`config.mk`:
```
export PLATFORM = sky130hd
export DESIGN_NAME = jls_encode_scheduler
export DESIGN_NICKNAME = d
export VERILOG_FILES = /design/src/rtl/jls_encode_scheduler.sv
export SDC_FILE = /design/constraint.sdc
export NUM_CORES = 1
export LEC_CHECK = 0
export ABC_CLOCK_PERIOD_IN_PS = 2500
export CAP_MARGIN = 20
export CORE_ASPECT_RATIO = 1.25
export CORE_MARGIN = 1
export CORE_UTILIZATION = 43
export CTS_CLUSTER_DIAMETER = 150
export DETAILED_ROUTE_END_ITERATION = 7
export PLACE_DENSITY = 0.83
export SLEW_MARGIN = 40
export SYNTH_ARGS = -nofsm -noshare
export SYNTH_HDL_FRONTEND = slang
export SYNTH_SLANG_ARGS = --single-unit
```
`constraint.sdc`:
```
create_clock -name clk_i -period 2.5 [get_ports clk_i]
set_clock_uncertainty 0.05 [all_clocks]
set_input_delay 0.375 -clock clk_i [delete_from_list [all_inputs] [get_ports clk_i]]
set_output_delay 0.375 -clock clk_i [all_outputs]
set_load 0.01 [all_outputs]
```
`src/rtl/jls_encode_scheduler.sv`:
```
// Merges regular-mode and run-mode JPEG-LS codes onto one bit packer. Over-limit regular codes
// are split into a limit-prefix beat and an escape-remainder beat. Frame statistics are kept too.
module jls_encode_scheduler #(
  parameter int unsigned EncW  = 32,
  parameter int unsigned LenW  = 6,
  parameter int unsigned RemW  = 9,
  parameter int unsigned Limit = 32,
  parameter int unsigned Qbpp  = 8
) (
  input  logic            clk_i,
  input  logic            rst_ni,
  input  logic            frame_start_i,
  input  logic            reg_valid_i,
  output logic            reg_ready_o,
  input  logic [EncW-1:0] reg_code_i,
  input  logic [LenW-1:0] reg_len_i,
  input  logic            reg_ovf_i,
  input  logic [RemW-1:0] reg_rem_i,
  input  logic            run_valid_i,
  output logic            run_ready_o,
  input  logic [EncW-1:0] run_code_i,
  input  logic [LenW-1:0] run_len_i,
  output logic            pk_valid_o,
  input  logic            pk_ready_i,
  output logic [EncW-1:0] pk_code_o,
  output logic [LenW-1:0] pk_len_o,
  output logic            pk_src_o,
  output logic [31:0]     bit_count_o,
  output logic [15:0]     ovf_count_o,
  output logic            err_len_o
);

  localparam logic [LenW-1:0] PrefixLen = LenW'(Limit - Qbpp - 1);
  localparam logic [LenW-1:0] RemLen    = LenW'(Qbpp + 1);

  typedef enum logic [1:0] {StIdle, StEmitOne, StEmitPrefix, StEmitRem} state_e;

  state_e          state_q, state_d;
  logic [EncW-1:0] pk_code_q, pk_code_d;
  logic [LenW-1:0] pk_len_q, pk_len_d;
  logic            pk_src_q, pk_src_d;
  logic [RemW-1:0] rem_q, rem_d;
  logic [31:0]     bit_count_q, bit_count_d;
  logic [15:0]     ovf_count_q, ovf_count_d;
  logic            err_len_q, err_len_d;

  logic            acc_ok, run_acc, reg_acc, ovf_acc, one_acc, pk_hs;
  logic [EncW-1:0] reg_mask;
  logic [31:0]     hs_bits;
  logic [15:0]     ovf_base;

  function automatic logic len_bad(input logic [LenW-1:0] len);
    return (len == '0) || (32'(len) > EncW);
  endfunction

  // New codes are taken only when the current beat is the last one of its code and is leaving.
  assign acc_ok = (state_q == StIdle) |
                  (((state_q == StEmitOne) | (state_q == StEmitRem)) & pk_ready_i);

  // Readies are forced low while reset is asserted so nothing is offered as accepted.
  assign run_ready_o = acc_ok & rst_ni;
  assign reg_ready_o = acc_ok & ~run_valid_i & rst_ni;
  assign run_acc     = run_valid_i & run_ready_o;
  assign reg_acc     = reg_valid_i & reg_ready_o;
  assign ovf_acc     = reg_acc & reg_ovf_i;
  assign one_acc     = run_acc | (reg_acc & ~reg_ovf_i);
  assign pk_valid_o  = (state_q != StIdle);
  assign pk_hs       = pk_valid_o & pk_ready_i;

  assign reg_mask = (32'(reg_len_i) >= EncW) ? '1 : ((EncW'(1) << reg_len_i) - EncW'(1));

  always_ff @(posedge clk_i or negedge rst_ni) begin
    if (!rst_ni) begin
      state_q     <= StIdle;
      pk_code_q   <= '0;
      pk_len_q    <= '0;
      pk_src_q    <= 1'b0;
      rem_q       <= '0;
      bit_count_q <= '0;
      ovf_count_q <= '0;
      err_len_q   <= 1'b0;
    end else begin
      state_q     <= state_d;
      pk_code_q   <= pk_code_d;
      pk_len_q    <= pk_len_d;
      pk_src_q    <= pk_src_d;
      rem_q       <= rem_d;
      bit_count_q <= bit_count_d;
      ovf_count_q <= ovf_count_d;
      err_len_q   <= err_len_d;
    end
  end

  always_comb begin
    state_d = state_q;
    if (one_acc) begin
      state_d = StEmitOne;
    end else if (ovf_acc) begin
      state_d = StEmitPrefix;
    end else begin
      unique case (state_q)
        StEmitPrefix: if (pk_ready_i) state_d = StEmitRem;
        StEmitOne,
        StEmitRem:    if (pk_ready_i) state_d = StIdle;
        default:      state_d = state_q;
      endcase
    end
  end

  always_comb begin
    pk_code_d = pk_code_q;
    pk_len_d  = pk_len_q;
    pk_src_d  = pk_src_q;
    rem_d     = rem_q;
    if (run_acc) begin
      pk_code_d = run_code_i;
      pk_len_d  = run_len_i;
      pk_src_d  = 1'b1;
    end else if (reg_acc && !reg_ovf_i) begin
      pk_code_d = reg_code_i & reg_mask;
      pk_len_d  = reg_len_i;
      pk_src_d  = 1'b0;
    end else if (ovf_acc) begin
      rem_d     = reg_rem_i;
      pk_code_d = '0;
      pk_len_d  = PrefixLen;
      pk_src_d  = 1'b0;
    end else if (state_q == StEmitPrefix && pk_ready_i) begin
      pk_code_d = EncW'(rem_q);
      pk_len_d  = RemLen;
    end else if (pk_hs) begin
      // Leaving to idle: clear the beat registers so stale data never lingers.
      pk_code_d = '0;
      pk_len_d  = '0;
      pk_src_d  = 1'b0;
    end
  end

  always_comb begin
    hs_bits     = pk_hs ? 32'(pk_len_q) : 32'd0;
    bit_count_d = frame_start_i ? hs_bits : bit_count_q + hs_bits;
    ovf_base    = frame_start_i ? 16'd0 : ovf_count_q;
    ovf_count_d = (ovf_acc && ovf_base != 16'hFFFF) ? ovf_base + 16'd1 : ovf_base;
    err_len_d   = err_len_q | (run_acc & len_bad(run_len_i)) |
                  (reg_acc & ~reg_ovf_i & len_bad(reg_len_i));
  end

  assign pk_code_o   = pk_code_q;
  assign pk_len_o    = pk_len_q;
  assign pk_src_o    = pk_src_q;
  assign bit_count_o = bit_count_q;
  assign ovf_count_o = ovf_count_q;
  assign err_len_o   = err_len_q;

endmodule
```
-- Yosys cells after proc, flatten, opt, wreduce, memory -nomap -nowiden
Index checks and enable logic that the tools add are counted.
- register bits: 99
- logic and storage cells: 85
- shift operators: 1
- muxes and demuxes: 25
- bitwise gates (word level): 21
- order comparisons: 3
- add/sub/neg operators: 3
- equal/unequal tests: 7
- reduce and logical (&&, ||, !) cells: 17
- operator list (kind ; count):
    $mux W32 ; 7
    $mux W6 ; 6
    $add A32 B6 Y32 ; 1
    $and A32 B32 Y32 ; 1
    $mux W16 ; 2
    $shl A1 B6 Y32 const A ; 1
    $sub A32 B1 Y32 const B ; 1
    $add A16 B1 Y16 const B ; 1
    $ne A16 B16 Y1 const B ; 1
    $gt A6 B6 Y1 const B ; 2
    $logic_not A6 Y1 ; 2
    $ne A4 B4 Y1 const B ; 3
    $and A1 B1 Y1 ; 11
    $mux W2 ; 4
    $reduce_bool A4 Y1 ; 2
    $ge A6 B6 Y1 const B ; 1
    $reduce_and A3 Y1 ; 2
    $mux W1 ; 5
    $or A1 B1 Y1 ; 5
    $reduce_bool A5 Y1 ; 1
    $eq A2 B2 Y1 const B ; 2
    $not A1 Y1 ; 4
    $pmux W2 S2 ; 1
    $logic_and A1 B1 Y1 ; 3
    other kinds (7) ; 8

-- Longest topological paths before layout
Gate-level depths: netlist (run 1).
- depth in word-level cells: 11
- mapped depth: 12
- depth with buffers taken out: 11

-- Worst setup path after synthesis (run 1)
OpenSTA, ideal clock, no wires.
- kind: flip-flop to flip-flop
- start: register state_q[0]
- end: register bit_count_q[20] (netlist: bit_count_o[20])
- cell stages (with the launch flop): 11
- period minus slack after synthesis: 2596 ps
- library setup time: 132 ps
- arrival time: 2414 ps
- slack: -96 ps
- path buffers: 1
- required time: 2318 ps
- path through: dfrtp_1 nor2_2 inv_1 and3_1 ha_1 o2111a_1 nand4_1 buf_2 a2111oi_1 xnor2_1 nor2_1
- longest elaborated chain between the ends: 5
- RTL lines (what ; RTL line ; RTL):
    from (decl) ; 38 ; state_e state_q, state_d;
    from (signal assigned) ; 74 ; state_q <= StIdle;
    from (signal assigned) ; 83 ; state_q <= state_d;
    $reduce_bool A2 Y1 ; 67 ; assign pk_valid_o = (state_q != StIdle);
    via pk_valid_o ; 23 ; output logic pk_valid_o,
    $and A1 B1 Y1 ; 68 ; assign pk_hs = pk_valid_o & pk_ready_i;
    $mux W6 ; 140 ; hs_bits = pk_hs ? 32'(pk_len_q) : 32'd0;
    $add A32 B6 Y32 ; 141 ; bit_count_d = frame_start_i ? hs_bits : bit_count_q + hs_bits;
    $mux W32 ; 141 ;
    via bit_count_d[20] ; 43 ; logic [31:0] bit_count_q, bit_count_d;
    to (signal assigned) ; 88 ; bit_count_q <= bit_count_d;
    to (decl) ; 43 ;
The timed path passes the listed nets, and every way through them passes these cells.
A chain may end at the register's enable or synchronous reset.

-- Final worst setup path (run 1)
- start: register state_q[0]
- end: register bit_count_q[26] (netlist: bit_count_o[26])
- longest elaborated chain between the ends: 5
- RTL lines (what ; RTL line):
    $reduce_bool A2 Y1 ; 67
    $and A1 B1 Y1 ; 68
    $mux W6 ; 140
    $add A32 B6 Y32 ; 141
    $mux W32 ; 141
    via bit_count_d[26] ; 43
The timed path passes the listed nets, and every way through them passes these cells.

==> impl_metrics.tcl, run 1 <==
set metrics [dict create \
    final_area_um2 8750 \
    net-switching-power_mw 2.22 \
    final_layout_size_suffix_gt1_share_pct 16.6 \
    timing.critical_path.from_type "flop" \
    place.gp.congestion 0.911 \
    fillerInstances 1074 \
    fp-row-count 47 \
    ys.flop_type "sky130_fd_sc_hd__dfrtp_1" \
    timing.final.max_slew_violations 0 \
    clk_root_buffer_cell "sky130_fd_sc_hd__clkbuf_16" \
    postSynth.asyncResetShare_pct 100 \
    synth_nets 743 \
    sequential_area_share_after_synthesis_pct 42.5 \
    cts_buffers 9 \
    whs_ps 301 \
    power.share.combinational_pct 41.7 \
    finalNetCount 959 \
    reg2reg_depth 10 \
    final_setup_vio_count 0 \
    final_hold_violations 0 \
    hold_path_depth 2 \
    clock_power_share_pct 21.5 \
    design.core.area_um2 13200 \
    detail_route.vias_per_cell 5.75 \
    fin_ws_ps 43.8 \
    synth_common_cells "sky130_fd_sc_hd__dfrtp_1 (99), sky130_fd_sc_hd__nor2_1 (66), sky130_fd_sc_hd__nand2_1 (56)" \
    path_clk_slew_ps 70 \
    vdd_ir_drop_max_mv 0.509 \
    finalWirelength_mm 18.5 \
    dr.pass1.iters 5 \
    final_min_period_over_clock_period_pct 98.2 \
    chip_width_um 106 \
    tightestPinTransition_ps 698 \
    power.leakage_nw 3.52 \
    antenna_found_initial 0 \
    status "finished, final reports clean" \
    most_common_cell_in_the_netlist "sky130_fd_sc_hd__dfrtp_1" \
    vias 5941 \
    grt_first_pass_wirelength_mm 29.6 \
    cell_internal_pwr_mw 4.12 \
    route.detailed.drc 0 \
    first_global_vias 5821 \
    cts-htree-levels 3 \
    hpwl_mm 13.5 \
    synth_top_area_cell "sky130_fd_sc_hd__dfrtp_1" \
    routed_wire_length_per_instance_um 17.9 \
    floorplan.die_area_um2 14000 \
    worst_r2r_end "bit_count_o[26]$_DFF_PN0_" \
    final_core_utilization_pct 66.2 \
    critical_path_class "reg2reg" \
    final_period_minus_worst_setup_slack_ps 2460 \
    dpl_worst_slack_ps -492 \
    area_growth_syn_to_layout_pct 50.1 \
    cts_buffer_depth 2 \
    post_synth_main_area_contributors "sky130_fd_sc_hd__dfrtp_1 (42%), sky130_fd_sc_hd__xnor2_1 (4.8%), sky130_fd_sc_hd__nor2_1 (4.2%)" \
    yosysTopAreaCellShare_pct 42.5 \
    global_route_total_usage_across_every_layer_pct 26.7 \
    crit_required_ps 2670 \
    power_density_nw_per_um2 725 \
    synth_enable_flop_cells 0 \
    syn_inst 642 \
    cts_tree "built" \
    worstSetupEndpointType "flop" \
    route.antenna.remaining_nets 0 \
    clock_latency_on_the_worst_skew_pair_ps 350 \
    numPortBuffers 182 \
    reg2reg_from "state_q[0]$_DFFE_PN0P_" \
    worst_slew_margin_rel_pct 53.4 \
    fin_total_pwr_mw 6.35 \
    antenna_cells_inserted 0 \
    synth.cell_area_um2 5830 \
    flip_flop_and_latch_count_after_synthesis 99 \
    grt_overflow_total 0 \
    maxCapViolations 0 \
    hold_path_startpoint "frame_start_i" \
    drt_iter0_markers 320 \
    design.portCount 183 \
    endpoint_with_the_worst_hold_slack "ovf_count_o[7]$_DFF_PN0_" \
    avgSynthCellArea_um2 9.08 \
    grt_max_degree 54 \
    rsz0062_at_grt "yes" \
    synth-warning-count 0 \
    ff2ff_setup_slack_ps 40 \
    max_clock_freq_mhz 407 \
    cts_sink_cnt 99 \
    pwr-share-seq_pct 36.8 \
    synth.lib_cells_used.distinct 68 \
    placed_cell_area_um2 8230 \
    switching_share_pct 35.0 \
    cp_max_fo 20 \
    worst-endpoint-arrival_ps 2620 \
    initial_utilization_pct 44.1 \
    die_y_um 132 \
    hp-class "in2reg" \
]
==> cell usage in the layout, fill, tap and decap left out, types with 6 or more instances in the layout <==
cell type and instances:
sky130_fd_sc_hd__and3_1 8, sky130_fd_sc_hd__a222oi_1 6, sky130_fd_sc_hd__clkdlybuf4s50_1 179, sky130_fd_sc_hd__nand3_1 19, sky130_fd_sc_hd__clkbuf_16 9, sky130_fd_sc_hd__o21ai_0 40, sky130_fd_sc_hd__a22oi_1 18, sky130_fd_sc_hd__nor2b_1 13
sky130_fd_sc_hd__mux2_2 12, sky130_fd_sc_hd__buf_4 63, sky130_fd_sc_hd__nand2_1 56, sky130_fd_sc_hd__dfrtp_1 99, sky130_fd_sc_hd__inv_1 20, sky130_fd_sc_hd__a21oi_1 31, sky130_fd_sc_hd__xnor2_1 32, sky130_fd_sc_hd__nor3_1 14
sky130_fd_sc_hd__nor4_1 7, sky130_fd_sc_hd__nand4_1 10, sky130_fd_sc_hd__xor2_1 11, sky130_fd_sc_hd__a221oi_1 6, sky130_fd_sc_hd__or3_1 6, sky130_fd_sc_hd__and2_1 6, sky130_fd_sc_hd__nor2_1 63
==> worst max-delay path, stage by stage, from the launching register on <==
cell                        delay (ps)
sky130_fd_sc_hd__dfrtp_1           390
sky130_fd_sc_hd__nor2_2            140
sky130_fd_sc_hd__inv_2              60
sky130_fd_sc_hd__and3_2            240
sky130_fd_sc_hd__ha_4              270
sky130_fd_sc_hd__o2111a_1          230
sky130_fd_sc_hd__nand4_1           150
sky130_fd_sc_hd__buf_12            200
sky130_fd_sc_hd__a2111oi_2         370
sky130_fd_sc_hd__xnor2_1           160
sky130_fd_sc_hd__nor2_1             50
==> kinds of logic after synthesis <==
logic type,synth area share [%]
fa+ha+maj,2.06
buf+inv,4.78
mux,2.57
flops,42.5
simple gates,21.0
compound gates,20.6
xor+xnor,6.46
==> sequential cells by signal, summed over array words and instances (netlist names) <==
signal,flops
state_q,2
rem_q,9
pk_src_o,1
pk_len_o,6
bit_count_o,32
pk_code_o,32
ovf_count_o,16
err_len_o,1
==> worst max-delay path by stage <==
stage	depth (start not counted)	end	from	slack [ps]
floorplan	10	bit_count_o[20]$_DFF_PN0_	state_q[0]$_DFFE_PN0P_	1
global route	12	bit_count_o[20]$_DFF_PN0_	state_q[1]$_DFFE_PN0P_	-50
global placement	10	bit_count_o[6]$_DFF_PN0_	pk_ready_i	-370
finish	10	bit_count_o[26]$_DFF_PN0_	state_q[0]$_DFFE_PN0P_	40
CTS	10	bit_count_o[24]$_DFF_PN0_	pk_ready_i	10
detailed placement	10	bit_count_o[20]$_DFF_PN0_	pk_ready_i	-490
==> power groups by stage <==
stage	logic (mW)	clock network [mW]	registers, mW
finish	2.65	1.37	2.33
global route	2.86	1.45	2.38
CTS	2.61	1.39	2.32
detailed placement	2.56	0	2.34
global placement	2.50	0	2.33
floorplan	0.980	0	2.44
==> routing by layer <==
layer  routed length [um]  up-vias  GRT usage, %  part of all wire [%]
li1                     -     2773             -                     -
met1                 7260     2861          32.5                    39
met2                 9220      264          43.9                    50
met3                 1340       43          6.33                   7.2
met4                  721        0          13.5                   3.9
met5                    0        -             0                     0
==> layout make-up <==
type / count / area [um2] / share of cell area, %
Tap cell: 171 / 214 / 2.44
Sequential cell: 99 / 2480 / 28.3
Clock buffer: 9 / 225 / 2.57
Multi-Input combinational cell: 476 / 3310 / 37.8
Clock inverter: 7 / 61.3 / 0.700
Inverter: 22 / 82.6 / 0.943
Timing Repair Buffer: 250 / 2380 / 27.2
==> per-stage QoR <==
step	TNS, ps	std cells
4_1_cts	0	1031
6_report	0	1034
3_3_place_gp	-7940	1013
2_1_floorplan	0	642
3_5_place_dp	-10500	1013
5_1_grt	-393	1034
==> repair_timing <==
item,in CTS,in global routing
cloned,1,0
pin swaps,0,8
setup endpoints to repair,17,27
resized for setup,12,20
setup buffers,0,3
hold endpoints to repair,9,0
hold buffers,1,0
(Power assumes the default switching activity.)
==> run 2: changes to the inputs <==
Settings changed: ABC_CLOCK_PERIOD_IN_PS 2500 to 2520, CORE_UTILIZATION 43 to 47, PLACE_DENSITY 0.83 to 0.86.
Clock period 2.5 ns to 2.52 ns, I/O delays scaled along.
==> run 2 against run 1 <==
  * The flow now finishes with violations (setup timing)
  * Flip-flop and latch count stayed put
  * Total power up 1.1%
  * Sequential power about the same
  * Clock power grew 4%
  * Design area about the same
  * Largest power group unchanged
==> impl_metrics.tcl, run 2 (synthesis gave the netlist of run 1 again) <==
set metrics [dict create \
    place.gp.congestion 0.935 \
    worst_slew_margin_rel_pct 52.4 \
    switching_share_pct 34.5 \
    violations "setup timing" \
    finalSetupTns_ps -16.6 \
    fillerInstances 861 \
    whs_ps 114 \
    crit_required_ps 2690 \
    area_growth_syn_to_layout_pct 50.0 \
    dpl_worst_slack_ps -449 \
    cts_tree "built" \
    fin_total_pwr_mw 6.41 \
    place_inst 1009 \
    crit_path_top_delay_cell "sky130_fd_sc_hd__dfrtp_1" \
    global_route_total_usage_across_every_layer_pct 30.0 \
    route.detailed.drc 0 \
    antenna_found_initial 0 \
    timing.final.max_slew_violations 0 \
    grt_overflow_total 0 \
    cts_buffers 9 \
    final_min_period_over_clock_period_pct 101 \
    power_density_nw_per_um2 733 \
    tightestPinTransition_ps 714 \
    maxCapViolations 0 \
    cts-htree-levels 3 \
    status "complete, but fails checks" \
    die_y_um 127 \
    placed_cell_area_um2 8230 \
    multiInputGateArea_um2 3290 \
    grt_first_pass_wirelength_mm 30.0 \
    vdd_ir_drop_max_mv 0.588 \
    cts_sink_cnt 99 \
    numPortBuffers 182 \
    detail_route.vias_per_cell 5.98 \
    worstSetupEndpointType "flop" \
    hpwl_mm 13.9 \
    cpPeakStageDelay_ps 390 \
    chip_width_um 102 \
    timing.critical_path.from_type "flop" \
    finalWirelength_mm 19.5 \
    final_layout_size_suffix_gt1_share_pct 16.6 \
    fin_ws_ps -16.6 \
    final_setup_vio_count 1 \
    cts_buffer_depth 2 \
    final_common_cell "sky130_fd_sc_hd__clkdlybuf4s50_1" \
    clock_latency_on_the_worst_skew_pair_ps 360 \
    path_clk_slew_ps 70 \
    final_hold_violations 0 \
    vias 6146 \
    grt_max_degree 56 \
    route.antenna.remaining_nets 0 \
    post_layout_nonfiller_instances 1027 \
    path_buf_inv 3 \
    final_core_utilization_pct 72.3 \
    drt_iter0_markers 319 \
    path_delay_family "simple AND/OR/NAND/NOR gates" \
    power.share.combinational_pct 41.6 \
    initial_utilization_pct 48.2 \
    seqCellArea_um2 2480 \
    critical_path_class "reg2reg" \
    pwr-share-seq_pct 36.2 \
    design.core.area_um2 12100 \
    crit_path_cell_trace "nor2_2, buf_4, nor2_1, buf_4, nand2_1, inv_1, ha_4, nand3_2, o221a_4, nor4_1, xnor2_1, nor2_1" \
    cp_max_fo 7 \
    first_global_vias 6024 \
    hp-class "in2async" \
    design.portCount 183 \
    cell_internal_pwr_mw 4.20 \
    final_period_minus_worst_setup_slack_ps 2540 \
    antenna_cells_inserted 0 \
    net-switching-power_mw 2.21 \
    final_area_um2 8750 \
    clock_power_share_pct 22.2 \
    routed_wire_length_per_instance_um 19.0 \
    clk_root_buffer_cell "sky130_fd_sc_hd__clkbuf_16" \
    power.leakage_nw 3.57 \
    worst-endpoint-arrival_ps 2710 \
    ff2ff_setup_slack_ps -20 \
    dr.pass1.iters 5 \
    rsz0062_at_grt "yes" \
    max_clock_freq_mhz 394 \
    floorplan.die_area_um2 12900 \
    fp-row-count 45 \
    layout.cells.most_common_list "sky130_fd_sc_hd__clkdlybuf4s50_1 (179), sky130_fd_sc_hd__dfrtp_1 (99), sky130_fd_sc_hd__nor2_1 (63)" \
    finalNetCount 959 \
]
[run 2: cell type report]
| cell class | count | share of cell area [%] |
|---|---|---|
| repair buffers | 249 | 27.3 |
| clock buffers | 9 | 2.57 |
| inverters | 22 | 0.944 |
| well taps | 164 | 2.35 |
| clock inverters | 7 | 0.858 |
| multi-input cells | 477 | 37.7 |
| flip-flops and latches | 99 | 28.3 |
[run 2: worst reg2reg max path: stages (launching register included)]
cell	delay (ps)
sky130_fd_sc_hd__dfrtp_1	390
sky130_fd_sc_hd__nor2_2	140
sky130_fd_sc_hd__buf_4	150
sky130_fd_sc_hd__nor2_1	60
sky130_fd_sc_hd__buf_4	140
sky130_fd_sc_hd__nand2_1	90
sky130_fd_sc_hd__inv_1	80
sky130_fd_sc_hd__ha_4	290
sky130_fd_sc_hd__nand3_2	130
sky130_fd_sc_hd__o221a_4	330
sky130_fd_sc_hd__nor4_1	330
sky130_fd_sc_hd__xnor2_1	170
sky130_fd_sc_hd__nor2_1	70
[run 2: worst paths after layout]
path / startpoint / cells past startpoint / to
setup / recovery: state_q[0]$_DFFE_PN0P_ / 12 / bit_count_o[29]$_DFF_PN0_
hold / removal: rst_ni / 2 / pk_src_o$_DFFE_PN0P_
setup reg to reg: state_q[0]$_DFFE_PN0P_ / 12 / bit_count_o[29]$_DFF_PN0_
hold reg to reg: err_len_o$_DFF_PN0_ / 1 / err_len_o$_DFF_PN0_
max in group asynchronous: rst_ni / 3 / pk_len_o[5]$_DFFE_PN0P_
min in group clk_i: rst_ni / 3 / state_q[0]$_DFFE_PN0P_
[run 2: power by group through the flow]
stage | logic (mW) | registers, mW | clock network [mW]
2_1_floorplan | 0.965 | 2.42 | 0
3_3_place_gp | 2.49 | 2.32 | 0
3_5_place_dp | 2.55 | 2.33 | 0
4_1_cts | 2.59 | 2.31 | 1.43
5_1_grt | 2.86 | 2.36 | 1.49
6_report | 2.67 | 2.32 | 1.42
[run 2: metal layers]
metal | GRT usage [%] | part of all wire [%] | vias to the layer above
met5 | 0 | 0 | -
met4 | 13.9 | 4.1 | 0
met3 | 5.90 | 8.1 | 72
met2 | 52.5 | 52 | 308
met1 | 34.6 | 36 | 2991
li1 | - | - | 2775
[run 2: timing repair]
action	CTS	global route
hold buffers	0	0
gates resized for setup	16	20
pin swaps	0	2
cloned	0	2
setup endpoints to repair	21	31
setup buffers	0	0
